## src/rtl/cr16_regfile_reader.sv

```systemverilog
// Read-back sequencer for the CR16 register file: scans r0..r(NUM_REGS-1) through read port A,
// checks each value against the Fibonacci sequence and offers a stepped review mode afterwards.
module cr16_regfile_reader #(
  parameter int NUM_REGS      = 8,
  parameter int SETTLE_CYCLES = 1
) (
  input  logic        I_CLK,
  input  logic        I_NRESET,
  input  logic        I_START,
  input  logic        I_STEP,
  input  logic [15:0] I_READ_DATA,
  output logic [3:0]  O_READ_SEL,
  output logic [15:0] O_VALUE,
  output logic        O_BUSY,
  output logic        O_DONE,
  output logic        O_PASS,
  output logic        O_FAIL,
  output logic [3:0]  O_MISMATCH_INDEX,
  output logic [4:0]  O_MISMATCH_COUNT
);

  localparam logic [3:0] LAST_IDX    = 4'(NUM_REGS - 1);
  localparam logic [3:0] SETTLE_INIT = 4'(SETTLE_CYCLES);

  typedef enum logic [1:0] {
    ST_IDLE   = 2'd0,
    ST_SETTLE = 2'd1,
    ST_SAMPLE = 2'd2,
    ST_DONE   = 2'd3
  } state_t;

  state_t      state_r;
  logic [3:0]  index_r;
  logic [3:0]  settle_cnt_r;
  logic [15:0] cur_r;
  logic [15:0] next_r;
  logic        start_ok_s;
  logic        mismatch_s;

  // Next Fibonacci term, wrapping modulo 2^16
  function automatic logic [15:0] fib_next(input logic [15:0] a, input logic [15:0] b);
    return a + b;
  endfunction

  // Start acceptance and sample comparison
  always_comb begin
    start_ok_s = I_START && ((state_r == ST_IDLE) || (state_r == ST_DONE));
    mismatch_s = (I_READ_DATA != cur_r);
  end

  // Scan sequencer with all outputs registered
  always_ff @(posedge I_CLK or negedge I_NRESET) begin
    if (!I_NRESET) begin
      state_r          <= ST_IDLE;
      index_r          <= 4'd0;
      settle_cnt_r     <= 4'd0;
      cur_r            <= 16'd1;
      next_r           <= 16'd1;
      O_READ_SEL       <= 4'd0;
      O_VALUE          <= 16'd0;
      O_BUSY           <= 1'b0;
      O_DONE           <= 1'b0;
      O_PASS           <= 1'b0;
      O_FAIL           <= 1'b0;
      O_MISMATCH_INDEX <= 4'd0;
      O_MISMATCH_COUNT <= 5'd0;
    end else if (start_ok_s) begin
      // A start in DONE takes priority over a simultaneous step
      state_r          <= ST_SETTLE;
      index_r          <= 4'd0;
      settle_cnt_r     <= SETTLE_INIT;
      cur_r            <= 16'd1;
      next_r           <= 16'd1;
      O_READ_SEL       <= 4'd0;
      O_VALUE          <= 16'd0;
      O_BUSY           <= 1'b1;
      O_DONE           <= 1'b0;
      O_PASS           <= 1'b0;
      O_FAIL           <= 1'b0;
      O_MISMATCH_INDEX <= 4'd0;
      O_MISMATCH_COUNT <= 5'd0;
    end else begin
      case (state_r)
        ST_IDLE: begin
          state_r <= ST_IDLE;
        end
        ST_SETTLE: begin
          if (settle_cnt_r == 4'd0) begin
            state_r <= ST_SAMPLE;
          end else begin
            settle_cnt_r <= settle_cnt_r - 4'd1;
          end
        end
        ST_SAMPLE: begin
          O_VALUE <= I_READ_DATA;
          if (mismatch_s) begin
            O_MISMATCH_COUNT <= O_MISMATCH_COUNT + 5'd1;
            if (!O_FAIL) begin
              O_FAIL           <= 1'b1;
              O_MISMATCH_INDEX <= index_r;
            end
          end
          if (index_r == LAST_IDX) begin
            state_r <= ST_DONE;
            O_BUSY  <= 1'b0;
            O_DONE  <= 1'b1;
            O_PASS  <= ~(O_FAIL | mismatch_s);
          end else begin
            state_r      <= ST_SETTLE;
            index_r      <= index_r + 4'd1;
            O_READ_SEL   <= index_r + 4'd1;
            settle_cnt_r <= SETTLE_INIT;
            cur_r        <= next_r;
            next_r       <= fib_next(cur_r, next_r);
          end
        end
        ST_DONE: begin
          // Review mode: value trails the select by one cycle
          O_VALUE <= I_READ_DATA;
          if (I_STEP) begin
            O_READ_SEL <= (O_READ_SEL == LAST_IDX) ? 4'd0 : O_READ_SEL + 4'd1;
          end
        end
        default: begin
          state_r <= ST_IDLE;
        end
      endcase
    end
  end

endmodule

```

## config.mk

```make
export PLATFORM = sky130hd
export DESIGN_NAME = cr16_regfile_reader
export DESIGN_NICKNAME = d
export VERILOG_FILES = /design/src/rtl/cr16_regfile_reader.sv
export SDC_FILE = /design/constraint.sdc
export NUM_CORES = 1
export LEC_CHECK = 0
export CAP_MARGIN = 20
export CORE_ASPECT_RATIO = 1.75
export CORE_MARGIN = 5
export CORE_UTILIZATION = 58
export CTS_CLUSTER_DIAMETER = 150
export DETAILED_ROUTE_END_ITERATION = 12
export DONT_BUFFER_PORTS = 1
export PLACE_DENSITY = 0.77
export SYNTH_ARGS = -nofsm -noshare
export SYNTH_HDL_FRONTEND = slang
export SYNTH_SLANG_ARGS = --single-unit
```

## constraint.sdc

```tcl
create_clock -name I_CLK -period 2.3 [get_ports I_CLK]
set_clock_uncertainty 0.2 [all_clocks]
set_input_delay 0.23 -clock I_CLK [delete_from_list [all_inputs] [get_ports I_CLK]]
set_output_delay 0.23 -clock I_CLK [all_outputs]
set_load 0.01 [all_outputs]
```

==> summary.txt, run 1 <==
Final layout
  – Number of non-filler instances in the completed layout: roughly 640
  – Final core occ: approximately 76%
  – Area overhead of the layout relative to synthesis: 27.7%
  – Diodes inserted: 0
  – Net count reported at finish: between 500 and 600
  – Share of layout cells above drive strength 1: between 20% and 30%
  – Post-Layout Inst Area: 5520 µm²

Synth
  – Combinational family with the most area after synthesis: simple AND/OR/NAND/NOR gates
  – Number of enable-type register cells in the synthesized netlist: 0
  – Number of warnings issued by yosys: 0
  – Nets in the synthesized netlist: roughly 530
  – Syn_area_per_cell: just under 9 µm²
  – Library cells used by synthesis: between 50 and 60
  – Post-synthesis share of cell area spent on xor and xnor gates: roughly 6.7%
  – Fraction of post-synthesis cell area in the top cell type by area: 42.2%
  – Post-synthesis compound-gate area fraction: between 15 and 20%
  – Post-Synth Simple-Gate Area: around 20%
  – Synth Flop Type: sky130_fd_sc_hd__dfrtp_1
  – Top post-synthesis cells by area: sky130_fd_sc_hd__dfrtp_1 42%, sky130_fd_sc_hd__nand2_1 8.8%, sky130_fd_sc_hd__ha_1 6.9%
  – Synthesized-area fraction occupied by adder cells: 7.41%
  – Async S/R FF share, synth: 100%
  – Sequential cell area fraction in the yosys report: 43.4%
  – Cell area after synthesis: roughly 4300 µm²
  – Cells after Synth: between 400 and 500
  – Number of storage elements in the synthesis netlist: 75
  – Mux share of post-synthesis cell area: less than 1%
  – Library cell with the largest summed area after synthesis: sky130_fd_sc_hd__dfrtp_1

Global route
  – Most used routing layer in global routing: met2
  – Fraction of met2 tracks used by global routing: about 45%
  – Met1 GRT Util: 27.9%
  – Initial antenna violation count: 0
  – Global-route track usage on met3: between 6 and 7%
  – Global-route wire length before repair: 18900 µm
  – Global router's overall resource usage: 26.2%
  – Global route total overflow: 0
  – Maximum number of pins on one net before global-route repair: 76
  – Via count of the first global-routing pass: 4015

Setup path
  – Peak per-stage delay on the critical path: 0.44 ns
  – Critical path's slowest cell: sky130_fd_sc_hd__dfrtp_1
  – Critical Path End Type: flip-flop
  – Crit path arrival time: approximately 2.4 ns
  – Worst Path Buf+Inv: 0
  – Path type of the worst setup path: flip-flop to flip-flop
  – Worst path top cell family by delay: compound AO/OA/AOI/OAI gates
  – Worst Setup Start Kind: flip-flop
  – Maximum fanout along the worst path: 4
  – Sequence of cells on the critical path: ha_4 -> o211ai_2 -> o211a_1 -> or3_4 -> a2111oi_4 -> a211oi_1 -> a31o_1
  – CP required: about 2.3 ns

Clock tree
  – Clock transition at path regs: about 0.060 ns
  – Root buffer cell: sky130_fd_sc_hd__clkbuf_16
  – H-tree lvl count: 3
  – Count of clock tree sinks: 75
  – Bufs on Longest Clock Path: 2
  – Clock tree from TritonCTS: yes
  – Later-pin clock latency in the skew report: around 0.34 ns
  – Number of buffers added by the clock tree synthesis step: 9

STA
  – Max Clk Rate: between 400 and 500 MHz
  – Fin worst setup slack: -0.0509 ns
  – Final critical path time including I/O delays and setup: approximately 2.4 ns
  – Headroom to the max-slew limit: between 70 and 80%
  – Worst slack on hold paths: approximately 0.11 ns
  – Number of hold violations in the final report: 0
  – Worst Max-Slew Pin Slew: 0.438 ns
  – Setup violations, final: 1
  – Setup repair after global routing missed its margin: yes
  – Portion of the clock cycle consumed by the worst path in the final layout: 102%
  – Number of pins with negative max-slew slack in the final report: 0

Run
  – Max-cap viol count: 0

Power and ir drop
  – Total Power: about 5.5 mW
  – LEAKAGE: 2.50 nW
  – VDD IR-drop max: around 0.54 mV
  – Power Dens Cells: ~990 nW/µm²

Floorplan
  – Effective utilization at floorplan: 59.8%
  – Floorplan row count: between 40 and 50
  – Number of primary I/O pins: 53
  – Die outline width: between 70 and 80 µm
  – Core ar.: just over 7000 µm²
  – Die area: 9350 µm²
  – Die Ht: between 100 and 150 µm

Detailed routing
  – Routed length per placed instance: 19.3 µm
  – DRC violations left: 0
  – Number of DRC markers after the initial detailed-route iteration: between 400 and 500
  – Final wirelength: 12400 µm
  – Routed vias: just over 4k
  – Routed Antenna Nets: 0
  – Post-detailed-route via-to-cell ratio: about 6.3
  – First-pass detailed-route iteration total: 6

Placement
  – Final weighted congestion in routability-driven placement: between 0.9 and 1
  – Instance area after placement: approximately 4700 µm²
  – Number of placed instances with taps included: about 600
  – Port Buffers: 0
  – HPWL after detailed placement: about 7500 µm

Outcome
  – Status: complete, but fails checks
  – Violated checks: setup timing

Min path
  – Tightest Hold Check Type: primary input to flip-flop
repair_timing:
item / in CTS / in global routing
hold buffers: 19 / 1
buffers inserted: 1 / 6
hold endpoints to repair: 93 / 2
pin swaps: 2 / 14
resized for setup: 8 / 26
setup endpoints to repair: 4 / 21
per-stage QoR:
step | setup TNS [ns] | setup slack, ns
6_report | -0.0509 | -0.0509
5_1_grt | -1.27 | -0.131
4_1_cts | 0 | 0.00888
3_5_place_dp | -0.234 | -0.0711
3_3_place_gp | -0.0172 | -0.00965
2_1_floorplan | 0 | 0.0285
logic make-up after synthesis:
kind of cell	count (synthesis)
AOI/OAI and AO/OA	120
xor gates and xnor gates	33
adders and majority gates	25
buffers and inverters	36
DFF	75
muxes	3
and+or+nand+nor	194
worst paths after layout:
check / from / endpoint / slack, ns / depth (start not counted)
max in group asynchronous: I_NRESET / next_r[0]$_DFFE_PN1P_ / 1.28 / 2
hold reg to reg: next_r[0]$_DFFE_PN1P_ / next_r[0]$_DFFE_PN1P_ / 0.32 / 2
hold / removal: I_START / O_MISMATCH_COUNT[2]$_DFFE_PN0P_ / 0.11 / 3
setup / recovery: next_r[2]$_DFFE_PN0P_ / next_r[15]$_DFFE_PN0P_ / -0.05 / 7
min in group asynchronous: I_NRESET / O_MISMATCH_COUNT[3]$_DFFE_PN0P_ / 0.26 / 2
setup reg to reg: next_r[2]$_DFFE_PN0P_ / next_r[15]$_DFFE_PN0P_ / -0.05 / 7
layer usage:
layer,up-vias,wire (µm)
met5,-,0
met4,0,689
met3,67,721
met2,199,6570
met1,1951,4390
li1,1807,-
registers in the layout, summed over array words and instances, names as in the netlist:
| name | cells |
|---|---|
| O_BUSY | 1 |
| O_DONE | 1 |
| O_FAIL | 1 |
| O_MISMATCH_COUNT | 5 |
| O_MISMATCH_INDEX | 4 |
| O_PASS | 1 |
| O_READ_SEL | 4 |
| O_VALUE | 16 |
| cur_r | 16 |
| index_r | 4 |
| next_r | 16 |
| settle_cnt_r | 4 |
| state_r | 2 |
power by group:
part | total [mW] | switching (mW) | internal, mW
sequential | 1.91 | 0.311 | 1.60
clock | 1.63 | 0.540 | 1.09
combinational | 1.93 | 1.17 | 0.756
total | 5.46 | 2.02 | 3.44
cell type report:
cell class              count  area, µm²
clock inverters             5        100
multi-input cells         375       2470
clock buffers              11        243
flip-flops and latches     75       1880
repair buffers             76        671
inverters                  13       48.8
fillers                   426       1710
well taps                  86        108
tightest hold or removal path, cell delays in order:
cell,delay (ns)
sky130_fd_sc_hd__nor2b_2,0.17
sky130_fd_sc_hd__buf_4,0.17
sky130_fd_sc_hd__nor2_1,0.05
layout by cell type (no fill, tap or decap), drive strengths merged, types with 3 or more instances in the layout:
| master | synthesis | final |
|---|---|---|
| nand3 | 17 | 17 |
| nand4 | 5 | 5 |
| nor3 | 8 | 8 |
| a211oi | 6 | 6 |
| clkbuf | 18 | 11 |
| buf | 5 | 57 |
| and3 | 7 | 7 |
| a21oi | 45 | 45 |
| nor2 | 35 | 35 |
| a31oi | 5 | 5 |
| xnor2 | 10 | 10 |
| dlygate4sd3 | 0 | 19 |
| inv | 13 | 13 |
| mux2i | 3 | 3 |
| nand2 | 103 | 103 |
| xor2 | 23 | 23 |
| nor4 | 4 | 4 |
| a21o | 6 | 6 |
| o21ai | 33 | 33 |
| o21a | 3 | 3 |
| bufinv | 0 | 3 |
| or3 | 3 | 3 |
| nand2b | 3 | 3 |
| a22o | 4 | 4 |
| dfrtp | 73 | 73 |
| ha | 24 | 24 |
synth_stat cells, types with 2 or more instances:
cell type                  number
sky130_fd_sc_hd__nand2_1      101
sky130_fd_sc_hd__dfrtp_1       73
sky130_fd_sc_hd__a21oi_1       45
sky130_fd_sc_hd__nor2_1        35
sky130_fd_sc_hd__o21ai_0       32
sky130_fd_sc_hd__ha_1          24
sky130_fd_sc_hd__xor2_1        23
sky130_fd_sc_hd__nand3_1       17
sky130_fd_sc_hd__clkbuf_1      14
sky130_fd_sc_hd__inv_1         13
sky130_fd_sc_hd__xnor2_1       10
sky130_fd_sc_hd__nor3_1         8
sky130_fd_sc_hd__a211oi_1       6
sky130_fd_sc_hd__a21o_1         6
sky130_fd_sc_hd__a31oi_1        5
sky130_fd_sc_hd__nand4_1        5
sky130_fd_sc_hd__a22o_1         4
sky130_fd_sc_hd__and3_2         4
sky130_fd_sc_hd__buf_1          4
sky130_fd_sc_hd__and3_1         3
sky130_fd_sc_hd__clkbuf_8       3
sky130_fd_sc_hd__mux2i_1        3
sky130_fd_sc_hd__nand2b_1       3
sky130_fd_sc_hd__nor4_1         3
sky130_fd_sc_hd__o21a_1         3
sky130_fd_sc_hd__a221o_1        2
sky130_fd_sc_hd__dfstp_2        2
sky130_fd_sc_hd__nand2_2        2
sky130_fd_sc_hd__nand3b_1       2
sky130_fd_sc_hd__nor2b_1        2
sky130_fd_sc_hd__o21bai_1       2
sky130_fd_sc_hd__o31ai_1        2
(Power assumes the default switching activity.)
==> run 2: changes to the inputs <==
--- a/config.mk
+++ b/config.mk
@@ -8,7 +8,7 @@
 export CAP_MARGIN = 20
 export CORE_ASPECT_RATIO = 1.75
 export CORE_MARGIN = 5
-export CORE_UTILIZATION = 58
+export CORE_UTILIZATION = 60
 export CTS_CLUSTER_DIAMETER = 150
 export DETAILED_ROUTE_END_ITERATION = 12
 export DONT_BUFFER_PORTS = 1
==> constraint.sdc (replaced) <==
create_clock -name I_CLK -period 2.2 [get_ports I_CLK]
set_clock_uncertainty 0.2 [all_clocks]
set_input_delay 0.22 -clock I_CLK [delete_from_list [all_inputs] [get_ports I_CLK]]
set_output_delay 0.22 -clock I_CLK [all_outputs]
set_load 0.01 [all_outputs]
==> run 2 against run 1 <==
  * The run still ends with setup timing left
  * Critical path depth grew 1
  * Final cell count rose by 3.0%
  * Clock power rose by 13%
  * Setup slack worse by 0.12 ns
  * Die area down 3.0%
  * Final area grew 6.4%
==> summary.txt, run 2 (synthesis results as in run 1) <==
Floorplan
  – Effective utilization at floorplan: 60.7% (+0.86 points)
  – Die Ht: 122 µm (-1.5%)
  – Core ar.: 7130 µm² (-1.4%)
  – Die area: 9070 µm² (-3.0%)
  – Die outline width: 74.2 µm (-1.5%)
  – Number of primary I/O pins: 53 (unchanged)
  – Floorplan row count: 41 (unchanged)

Clock tree
  – Number of buffers added by the clock tree synthesis step: 9 (unchanged)
  – Bufs on Longest Clock Path: 2 (unchanged)
  – Clock tree from TritonCTS: yes
  – Later-pin clock latency in the skew report: 0.35 ns (about the same)
  – Root buffer cell: sky130_fd_sc_hd__clkbuf_16
  – Clock transition at path regs: 0.06 ns (about the same)
  – H-tree lvl count: 3 (unchanged)
  – Count of clock tree sinks: 75 (unchanged)

STA
  – Number of hold violations in the final report: 0 (unchanged)
  – Final critical path time including I/O delays and setup: 2.37 ns (+0.0192 ns)
  – Number of pins with negative max-slew slack in the final report: 0 (unchanged)
  – Fin worst setup slack: -0.170 ns (-0.119 ns)
  – Worst Max-Slew Pin Slew: 0.464 ns (+0.0260 ns)
  – Setup violations, final: 14 (+13)
  – Setup repair after global routing missed its margin: yes
  – Worst slack on hold paths: 0.150 ns (+0.0358 ns)
  – Headroom to the max-slew limit: 69.1% (-1.4 points)
  – Portion of the clock cycle consumed by the worst path in the final layout: 108% (+5.5 points)
  – Max Clk Rate: 422 MHz (-0.81%)

Final layout
  – Multi-input combinational cell area: 2650 µm² (+7.0%)
  – Largest registers: O_VALUE: 16 flops, cur_r: 16 flops, next_r: 16 flops
  – Net count reported at finish: 614 (+3.2%)
  – Sequential cell area: 1880 µm² (about the same)
  – Diodes inserted: 0 (unchanged)
  – Leading cell types in the layout, fill and taps excluded: 97 x sky130_fd_sc_hd__nand2_1, 72 x sky130_fd_sc_hd__dfrtp_1, 64 x sky130_fd_sc_hd__buf_4
  – Most common cell after layout, fill and taps aside: sky130_fd_sc_hd__nand2_1
  – Filler Cell Count: 363 (-15%)
  – Area overhead of the layout relative to synthesis: 35.9%
  – Share of layout cells above drive strength 1: 28.9% (+8.0 points)

Detailed routing
  – DRC violations left: 0 (unchanged)
  – Routed Antenna Nets: 0 (unchanged)
  – Routed length per placed instance: 22.5 µm (+16%)
  – Post-detailed-route via-to-cell ratio: 6.44 (+2.6%)
  – Final wirelength: 14800 µm (+20%)
  – Number of DRC markers after the initial detailed-route iteration: 484 (+16%)
  – Routed vias: 4250 (+5.6%)
  – First-pass detailed-route iteration total: 7 (+1)

Global route
  – Global-route wire length before repair: 22200 µm (+17%)
  – Maximum number of pins on one net before global-route repair: 76 (unchanged)
  – Global route total overflow: 0 (unchanged)
  – Global router's overall resource usage: 32.7% (+6.5 points)
  – Initial antenna violation count: 0 (unchanged)
  – Via count of the first global-routing pass: 4385 (+9.2%)

Power and ir drop
  – VDD IR-drop max: 0.595 mV (+10%)
  – Total Power: 6.21 mW (+14%)
  – LEAKAGE: 2.68 nW (+6.9%)
  – Power Dens Cells: 1060 nW/µm² (+6.8%)

Setup path
  – Maximum fanout along the worst path: 3 (-1)
  – CP required: 2.23 ns (-0.10 ns)
  – Crit path arrival time: 2.40 ns (+0.02 ns)
  – FF-to-FF End: next_r[15]$_DFFE_PN0P_
  – Worst Setup Start Kind: flip-flop
  – Slack of the worst reg-to-reg path: -0.17 ns (-0.12 ns)
  – Critical Path End Type: flip-flop
  – Path type of the worst setup path: flip-flop to flip-flop
  – Number of cell instances on the worst register-to-register path: 8 (+1)
  – Worst reg2reg path startpoint: next_r[8]$_DFFE_PN0P_

Placement
  – Post-place setup slack: -0.0843 ns (-0.0131 ns)
  – HPWL after detailed placement: 8310 µm (+11%)
  – Port Buffers: 0 (unchanged)
  – Final weighted congestion in routability-driven placement: 0.888 (-5.1%)

Min path
  – Cell count of the worst hold path: 3 (unchanged)
  – Worst Hold End: index_r[3]$_DFFE_PN0P_
  – Tightest Hold Check Type: primary input to flip-flop
  – Min-Delay Startpoint: I_START

Run
  – Max-cap viol count: 0 (unchanged)

Outcome
  – Status: complete, but fails checks
  – Violated checks: setup timing
[run 2: worst max-delay path, cell delays in order (launching register included)]
cell and delay (ns):
sky130_fd_sc_hd__dfrtp_1 0.42, sky130_fd_sc_hd__ha_4 0.26, sky130_fd_sc_hd__buf_6 0.12, sky130_fd_sc_hd__a21oi_2 0.24, sky130_fd_sc_hd__o21a_2 0.23, sky130_fd_sc_hd__nor3b_4 0.29
sky130_fd_sc_hd__a21o_1 0.21, sky130_fd_sc_hd__xnor2_1 0.09, sky130_fd_sc_hd__a31o_1 0.20
[run 2: timing repair]
action | 4_1_cts | 5_1_grt
endpoints found under the setup margin | 16 | 47
pin swaps | 15 | 27
hold endpoints to repair | 94 | 0
gates resized for setup | 14 | 55
setup buffers | 4 | 4
hold buffers | 19 | 0
gates cloned | 0 | 1
[run 2: layer usage]
metal | vias to the layer above | global-route usage [%] | share of wire [%]
met5 | - | 0 | 0
met4 | 0 | 21.8 | 6.5
met3 | 74 | 6.07 | 6.5
met2 | 246 | 57.9 | 52
met1 | 2076 | 33.7 | 35
li1 | 1854 | - | -
[run 2: report_power, final]
part | internal (mW) | switching (mW)
combinational | 0.920 | 1.45
sequential | 1.67 | 0.333
clock | 1.23 | 0.614
[run 2: final cells by class]
| class | instances | share of cell area (%) |
|---|---|---|
| repair buffers | 95 | 14.1 |
| clock inverters | 6 | 2.32 |
| inverters | 13 | 0.830 |
| flip-flops and latches | 75 | 32.0 |
| well taps | 86 | 1.83 |
| multi-input cells | 375 | 45.0 |
| clock buffers | 10 | 3.90 |
[run 2: worst max-delay path by stage]
stage / slack [ns] / from / end / depth (start not counted)
3_3_place_gp: -0.06 / cur_r[0]$_DFFE_PN1P_ / O_MISMATCH_INDEX[0]$_DFFE_PN0P_ / 8
2_1_floorplan: -0.004 / cur_r[3]$_DFFE_PN0P_ / next_r[15]$_DFFE_PN0P_ / 7
5_1_grt: -0.22 / cur_r[5]$_DFFE_PN0P_ / O_MISMATCH_COUNT[4]$_DFFE_PN0P_ / 8
6_report: -0.17 / next_r[8]$_DFFE_PN0P_ / next_r[15]$_DFFE_PN0P_ / 8
4_1_cts: -0.08 / cur_r[2]$_DFFE_PN0P_ / next_r[15]$_DFFE_PN0P_ / 7
3_5_place_dp: -0.08 / cur_r[1]$_DFFE_PN0P_ / next_r[6]$_DFFE_PN0P_ / 9
[run 2: per-stage QoR]
stage / util (%) / instances / setup TNS (ns) / instance area [µm²]
3_5_place_dp: 69.4 / 616 / -0.693 / 4950
2_1_floorplan: - / 486 / -0.00446 / 4450
3_3_place_gp: 69.4 / 616 / -0.434 / 4950
5_1_grt: 82.4 / 660 / -3.16 / 5880
6_report: 82.4 / 660 / -0.602 / 5880
4_1_cts: 79.1 / 655 / -0.156 / 5640
